--- config.mk ---
export PLATFORM = sky130hd
export DESIGN_NAME = stopwatch_ctrl
export DESIGN_NICKNAME = d
export VERILOG_FILES = /design/src/rtl/stopwatch_pkg.sv /design/src/rtl/bcd_digit_cnt.sv /design/src/rtl/stopwatch_ctrl.sv
export SDC_FILE = /design/constraint.sdc
export NUM_CORES = 1
export LEC_CHECK = 0
export CAP_MARGIN = 20
export CORE_UTILIZATION = 29
export DETAILED_ROUTE_END_ITERATION = 16
export SLEW_MARGIN = 20
export SYNTH_ARGS = -nofsm -noshare
export SYNTH_HDL_FRONTEND = slang
export SYNTH_SLANG_ARGS = --single-unit
--- constraint.sdc ---
create_clock -name clk -period 2.8 [get_ports clk]
set_input_delay 0.42 -clock clk [delete_from_list [all_inputs] [get_ports clk]]
set_output_delay 0.42 -clock clk [all_outputs]
set_load 0.05 [all_outputs]
--- src/rtl/stopwatch_pkg.sv ---
// Shared encodings and widths for the stopwatch controller: FSM states,
// BCD digit sizing and per-digit wrap limits.
package stopwatch_pkg;

  typedef enum logic [1:0] {
    ST_IDLE  = 2'd0,
    ST_RUN   = 2'd1,
    ST_PAUSE = 2'd2
  } sw_state_e;

  localparam int DIGIT_W         = 4;
  localparam int TIME_W          = 6 * DIGIT_W;
  localparam int DIGIT_MAX_UNITS = 9;
  localparam int DIGIT_MAX_TENS  = 5;

  typedef logic [DIGIT_W-1:0] bcd_digit_t;

endpackage

--- src/rtl/bcd_digit_cnt.sv ---
// One BCD digit of the time chain: counts 0..MAX_VAL when enabled and
// raises carry in the cycle it wraps, so digits cascade enable-to-carry.
module bcd_digit_cnt
  import stopwatch_pkg::*;
#(
  parameter int MAX_VAL = DIGIT_MAX_UNITS
) (
  input  logic       clk,
  input  logic       rst_n,
  input  logic       clr,
  input  logic       en,
  output logic       carry,
  output bcd_digit_t digit
);

  localparam bcd_digit_t MAX_D = DIGIT_W'(MAX_VAL);

  bcd_digit_t digit_q, digit_d;

  // NOTE: every variable assigned in always_comb gets a default first, so no path can leave it unassigned and infer a latch.
  always_comb begin
    digit_d = digit_q;
    if (clr) begin
      digit_d = '0;
    end else if (en) begin
      digit_d = (digit_q == MAX_D) ? '0 : digit_q + 1'b1;
    end
  end

  // NOTE: state registers use non-blocking assignments so all flops sample pre-edge values; blocking here would create order-dependent simulation.
  always_ff @(posedge clk or negedge rst_n) begin
    if (!rst_n) begin
      digit_q <= '0;
    end else begin
      digit_q <= digit_d;
    end
  end

  assign carry = en && (digit_q == MAX_D);
  assign digit = digit_q;

endmodule

--- src/rtl/stopwatch_ctrl.sv ---
// Stopwatch controller: run/pause FSM, base-tick prescaler and a six-digit
// BCD mm:ss.hh chain. Define STOPWATCH_LAP_EN to build the lap-capture register.
module stopwatch_ctrl
  import stopwatch_pkg::*;
#(
  parameter int CLK_HZ  = 100_000_000,
  parameter int TICK_HZ = 100
) (
  input  logic              clk,
  input  logic              rst_n,
  input  logic              start_stop,
  input  logic              clear,
  input  logic              lap,
  output logic              running,
  output logic              tick_100hz,
  output logic              tick_1hz,
  output logic [TIME_W-1:0] time_bcd,
  output logic              rollover,
  output logic [TIME_W-1:0] lap_bcd,
  output logic              lap_valid
);

  localparam int DIV = CLK_HZ / TICK_HZ;
  localparam int PW  = (DIV > 2) ? $clog2(DIV) : 1;

  if (DIV < 2) begin : g_div_check
    $error("stopwatch_ctrl: CLK_HZ/TICK_HZ must be at least 2");
  end

  sw_state_e     state_q, state_d;
  logic [PW-1:0] presc_q, presc_d;

  always_comb begin
    state_d = state_q;
    unique case (state_q)
      ST_IDLE:  if (start_stop) state_d = ST_RUN;
      ST_RUN:   if (start_stop) state_d = ST_PAUSE;
      ST_PAUSE: begin
        if (start_stop) state_d = ST_RUN;
        else if (clear) state_d = ST_IDLE;
      end
      default:  state_d = ST_IDLE;
    endcase
  end

  // clear wins over an in-flight tick so the zeroed time is not bumped to .01
  assign running    = (state_q == ST_RUN);
  assign tick_100hz = running && (presc_q == PW'(DIV - 1)) && !clear;

  always_comb begin
    presc_d = presc_q;
    if (clear) begin
      presc_d = '0;
    end else if (running) begin
      presc_d = tick_100hz ? '0 : presc_q + 1'b1;
    end
  end

  always_ff @(posedge clk or negedge rst_n) begin
    if (!rst_n) begin
      state_q <= ST_IDLE;
      presc_q <= '0;
    end else begin
      state_q <= state_d;
      presc_q <= presc_d;
    end
  end

  bcd_digit_t hund_o, hund_t, sec_o, sec_t, min_o, min_t;
  logic       c_hund_o, c_hund_t, c_sec_o, c_sec_t, c_min_o, c_min_t;

  bcd_digit_cnt #(.MAX_VAL(DIGIT_MAX_UNITS)) u_hund_o (
    .clk(clk), .rst_n(rst_n), .clr(clear), .en(tick_100hz), .carry(c_hund_o), .digit(hund_o)
  );
  bcd_digit_cnt #(.MAX_VAL(DIGIT_MAX_UNITS)) u_hund_t (
    .clk(clk), .rst_n(rst_n), .clr(clear), .en(c_hund_o), .carry(c_hund_t), .digit(hund_t)
  );
  bcd_digit_cnt #(.MAX_VAL(DIGIT_MAX_UNITS)) u_sec_o (
    .clk(clk), .rst_n(rst_n), .clr(clear), .en(c_hund_t), .carry(c_sec_o), .digit(sec_o)
  );
  bcd_digit_cnt #(.MAX_VAL(DIGIT_MAX_TENS)) u_sec_t (
    .clk(clk), .rst_n(rst_n), .clr(clear), .en(c_sec_o), .carry(c_sec_t), .digit(sec_t)
  );
  bcd_digit_cnt #(.MAX_VAL(DIGIT_MAX_UNITS)) u_min_o (
    .clk(clk), .rst_n(rst_n), .clr(clear), .en(c_sec_t), .carry(c_min_o), .digit(min_o)
  );
  bcd_digit_cnt #(.MAX_VAL(DIGIT_MAX_TENS)) u_min_t (
    .clk(clk), .rst_n(rst_n), .clr(clear), .en(c_min_o), .carry(c_min_t), .digit(min_t)
  );

  assign time_bcd = {min_t, min_o, sec_t, sec_o, hund_t, hund_o};
  assign tick_1hz = c_hund_t;
  assign rollover = c_min_t;

`ifdef STOPWATCH_LAP_EN
  logic [TIME_W-1:0] lap_bcd_q, lap_bcd_d;
  logic              lap_valid_q, lap_valid_d;

  // time_bcd is still the pre-increment value during a tick cycle
  always_comb begin
    lap_bcd_d   = lap_bcd_q;
    lap_valid_d = lap_valid_q;
    if (clear) begin
      lap_bcd_d   = '0;
      lap_valid_d = 1'b0;
    end else if (lap && running) begin
      lap_bcd_d   = time_bcd;
      lap_valid_d = 1'b1;
    end
  end

  // NOTE: the lap register is a single word of control-visible state, so it is reset like any flop rather than left uninitialised as a memory array would be.
  always_ff @(posedge clk or negedge rst_n) begin
    if (!rst_n) begin
      lap_bcd_q   <= '0;
      lap_valid_q <= 1'b0;
    end else begin
      lap_bcd_q   <= lap_bcd_d;
      lap_valid_q <= lap_valid_d;
    end
  end

  assign lap_bcd   = lap_bcd_q;
  assign lap_valid = lap_valid_q;
`else
  logic unused_lap;
  assign unused_lap = lap;
  assign lap_bcd    = '0;
  assign lap_valid  = 1'b0;
`endif

endmodule

**Word-level counts from Yosys, hierarchy flattened**

Cells that the tools add are included.

- Register bits after elaboration: 46
- Input port bits: 5
- Logic and storage cells: 71

- Equality and inequality tests: 12
- Reductions and logical operators: 18
- Muxes and demuxes: 26
- $add $sub $neg: 7

Operators by type and width:

| kind | count |
|---|---|
| 4-bit 2-to-1 mux | 18 |
| 20-bit 2-to-1 mux | 3 |
| 4-bit by 1-bit adder with 4-bit output (second input constant) | 6 |
| 20-bit by 1-bit adder with 20-bit output (second input constant) | 1 |
| 20-bit == test (second input constant) | 1 |
| 4-bit == test (second input constant) | 4 |
| 2-bit nonzero test | 7 |
| 4-bit by 3-bit == test with 1-bit output (second input constant) | 2 |
| 1-bit logical AND | 8 |
| 2-bit 2-to-1 mux | 4 |
| 2-bit one-hot mux with 3 select lines | 1 |
| 2-bit inequality test (second input constant) | 2 |
| 3-bit inequality test (second input constant) | 1 |
| 3-bit AND reduction | 1 |
| 2-bit by 1-bit == test with 1-bit output (second input constant) | 1 |
| 2-bit == test (second input constant) | 1 |
| 2-bit logical NOT | 1 |
| 1-bit logical NOT | 1 |

**Logic depth before layout (Yosys ltp)**

- Word-level depth: 10
- Gate-level depth with buffers: 8
- Mapped depth without buffers: 7

**By module**

From an unflattened synthesis, not the netlist that was laid out.

- Cells, all modules: 308
- Area total of the unflattened synthesis: 2,796.4 µm²

By module, submodules not included:

| module | cells each | times used | area an instance (µm²) |
|---|---|---|---|
| stopwatch_ctrl | 158 | 1 | 1,367.6 |
| bcd_digit_cnt at u_hund_o ... | 26 | 4 | 241.5 |
| bcd_digit_cnt at u_min_t ... | 23 | 2 | 231.5 |

**Least setup slack after synthesis**

OpenSTA, ideal clock, no wires.

- Path kind: flip-flop to output port
- Start point: reg presc_q[12]
- End point: out rollover
- Path slack: -0.800 ns
- Buffers on the path: 1
- Stages on the path, launching flop included: 6
- Arrival time: 3.180 ns
- Path through: dfrtp_1 > or4_4 > nor4_4 > buf_4 > nand4b_1 > nor4_1

- Longest elaborated chain between the ends: 9

Ends and longest elaborated chain:

| what | RTL line | text |
|---|---|---|
| start, declared | stopwatch_ctrl.sv:31 | `logic [PW-1:0] presc_q, presc_d;` |
| start signal, assigned | stopwatch_ctrl.sv:65 | `presc_q <= presc_d;` |
| 20-bit == test | stopwatch_ctrl.sv:48 | `assign tick_100hz = running && (presc_q == PW'(DIV - 1)) && !clear;` |
| 1-bit logical AND (2 in a row) | stopwatch_ctrl.sv:48 |  |
| 1-bit logical AND (6 in a row) | bcd_digit_cnt.sv:39 | `assign carry = en && (digit_q == MAX_D);` |
| end, declared | stopwatch_ctrl.sv:18 | `output logic rollover,` |

No other way between the ends.

**Worst setup path in the final report**

- Start point: reg presc_q[11]
- End point: out tick_1hz

- Longest elaborated chain between the ends: 5

Ends and longest elaborated chain:

| what | RTL line | text |
|---|---|---|
| 20-bit == test | stopwatch_ctrl.sv:48 |  |
| 1-bit logical AND (2 in a row) | stopwatch_ctrl.sv:48 |  |
| 1-bit logical AND (2 in a row) | bcd_digit_cnt.sv:39 |  |
| end, declared | stopwatch_ctrl.sv:16 | `output logic tick_1hz,` |

No other way between the ends.

==> results.json <==
{
  "yosys.area_share.simple_pct": 28.3,
  "cp_top_family": "simple AND/OR/NAND/NOR gates",
  "nets": 365,
  "arrival_ns": 2.25,
  "synth-async-reset-ratio_pct": 100,
  "start_util_pct": 30.3,
  "drive_gt1_share_pct": 10.9,
  "cts.clk_slew.worst_paths_ns": 0.09,
  "syn_avg_cell_area_um2": 9.17,
  "synth-compound-area-share_pct": 9.48,
  "place_congestion": 0.795,
  "ir_worst_vdd_mv": 0.259,
  "synthesis.area_um2": 2830,
  "clockBufferDepth": 2,
  "syn-instance-count": 308,
  "p_int_mw": 1.01,
  "hold_class": "in2async",
  "synth_fa_ha_area_share_pct": 4.87,
  "critPathLaunchType": "register",
  "grt_pass1_wl_mm": 10.1,
  "synthMuxAreaShare_pct": 1.42,
  "crit_chain": "or4b_4 > nor3_2 > nand4b_1 > buf_6 > nor3b_4 > buf_12",
  "hold_slack_ns": 0.216,
  "synth-edff-count": 0,
  "clkLatencyLatePin_ns": 0.29,
  "ys.flop_type": "dfrtp_1",
  "finalClockSkew_ns": 0.00586,
  "clkPwrFrac_pct": 33.4,
  "synth_cell_types": 49,
  "p_switching_mw": 0.447,
  "synth_warnings": 0,
  "vias": 2276,
  "cts_root_buf": "clkbuf_8",
  "relSlewSlack_pct": 45.5,
  "power.total_mw": 1.46,
  "required_ns": 2.38,
  "p_sw_share_pct": 30.6,
  "mostFrequentLayoutCells": "dfrtp_1 (45), clkdlybuf4s50_1 (27), a21oi_1 (26)",
  "post-route-drc-count": 0,
  "htree_levels": 2,
  "clock.fmax_mhz": 374,
  "setup_viol": 0,
  "yosysSeqAreaShare_pct": 40.7,
  "drt-pass1-iter-count": 4,
  "critPathSlowestCell": "or4b_4",
  "setup_ws_ns": 0.126,
  "totalWireLength_mm": 6.05,
  "ios": 58,
  "core_area_um2": 9330,
  "r2r_setup_slack_ns": 0.40,
  "antenna_found_initial": 0,
  "r2r_cells": 6,
  "io_buffers": 31,
  "run_status": "finished clean",
  "r2r-end": "u_sec_t.digit[2]",
  "dieArea_um2": 10100,
  "period_share_pct": 95.5,
  "grt_overflow_total": 0,
  "synth_top_family_by_area": "simple AND/OR/NAND/NOR gates",
  "wl_per_cell_um": 12.6,
  "syn_to_final_growth_pct": 21.3,
  "pwr-share-comb_pct": 18.0,
  "row_count": 35,
  "tightest_slew_ns": 0.817,
  "grt_pass1_vias": 2120,
  "path_max_fanout": 4,
  "finalSetupTns_ns": 0,
  "place_ws_ns": 0.383,
  "power.density_nw_per_um2": 426,
  "dp_hpwl_mm": 4.27,
  "place_inst": 468,
  "via_per_inst": 4.75,
  "diodes": 0,
  "ys_seq_elements": 46,
  "fin_crit_ns": 2.67,
  "endpoint_kind": "output pin",
  "cts.sinks": 46,
  "die_width_um": 101,
  "cts_buffers": 5,
  "drv_slew": 0,
  "drtIter0Drc": 98,
  "fin_cells": 479,
  "final_hold_viol_count": 0,
  "ant_nets": 0,
  "path_buf_inv": 2,
  "max_stage_delay_ns": 0.57,
  "max-cap-violations": 0,
  "final_common_cell": "dfrtp_1",
  "die_y_um": 101,
  "synth_xor_xnor_area_share_pct": 4.96,
  "grt_max_degree": 36,
  "worstReg2RegStart": "presc_q[11]",
  "fill_cells": 958,
  "p_leak_nw": 1.43,
  "tritoncts": "done",
  "grt_use_total_pct": 12.6,
  "critPathKind": "reg2out",
  "seqPwrFrac_pct": 48.6
}
final cells by class:
class | count | area [um2] | share of cell area [%]
clock buffers | 5 | 68.8 | 2.01
clock inverters | 3 | 40.0 | 1.17
well taps | 129 | 161 | 4.71
multi-input cells | 238 | 1510 | 44.1
flip-flops and latches | 46 | 1150 | 33.6
inverters | 13 | 48.8 | 1.42
repair buffers | 45 | 444 | 13.0
registers in the layout, summed over array words and instances (netlist names):
register / flops
presc_q: 20
u_hund_o.digit: 4
u_hund_t.digit: 4
u_min_o.digit: 4
u_min_t.digit: 4
u_sec_o.digit: 4
u_sec_t.digit: 4
state_q: 2
cells by family (layout without fill, tap and decap cells):
group,after synthesis,in the layout
XOR/XNOR,16,16
buffers and inverters,48,66
AO/OA/AOI/OAI,48,48
other,1,25
AND/OR/NAND/NOR,134,134
adder cells (fa/ha/maj),11,11
multiplexers,4,4
flip-flops,46,46
cells in the mapped netlist, types with 4 or more instances:
master	count	area, um2
dfrtp_1	46	1150
ha_1	11	138
or3_1	14	87.6
clkbuf_1	7	26.3
buf_4	26	195
nand2_1	25	93.8
o21ai_0	11	55.1
nor2_1	25	93.8
nand3_1	14	70.1
xor2_1	14	123
or4_1	4	30.0
mux2i_1	4	40.0
a21oi_1	26	130
nor2b_1	4	25.0
inv_1	13	48.8
and3b_1	5	43.8
nand4_1	13	81.3
worst max path at each step:
stage	startpoint	endpoint	slack [ns]	cells after the start
global route	presc_q[13]	rollover	-0.004	5
detailed placement	presc_q[12]	rollover	0.38	5
global placement	presc_q[12]	rollover	0.38	5
finish	presc_q[11]	tick_1hz	0.13	6
floorplan	presc_q[12]	rollover	-0.28	5
CTS	presc_q[12]	rollover	0.05	5
stage by stage:
stage | area, um2 | utilization (%)
finish | 3430 | 36.7
global route | 3430 | 36.7
CTS | 3380 | 36.2
detailed placement | 3270 | 35.0
global placement | 3270 | 35.0
floorplan | 2930 | -
worst reg2reg max path, delay by kind of cell, from the launching register on:
| kind | cells | cell delay, ns |
|---|---|---|
| AND/OR/NAND/NOR | 4 | 1.56 |
| flip-flops | 1 | 0.41 |
| buffers and inverters | 1 | 0.21 |
| AO/OA/AOI/OAI | 1 | 0.15 |
per-layer routing:
metal	up-vias	routed length (um)	global-route usage, %
met2	43	2710	20.0
li1	1121	-	-
met1	1108	3070	17.3
met5	-	0	0
met4	0	56	3.34
met3	4	213	2.77
what timing repair did:
item	4_1_cts	5_1_grt
resized for setup	0	6
buffers inserted	0	3
hold buffers	0	0
endpoints found under the setup margin	0	3
power by group through the flow:
stage / combinational [mW] / clock, mW / sequential [mW]
2_1_floorplan: 0.223 / 0 / 0.719
3_3_place_gp: 0.262 / 0 / 0.722
3_5_place_dp: 0.264 / 0 / 0.723
4_1_cts: 0.266 / 0.506 / 0.710
5_1_grt: 0.291 / 0.530 / 0.714
6_report: 0.262 / 0.488 / 0.710
Note: power is estimated with default switching activity, not from simulation.
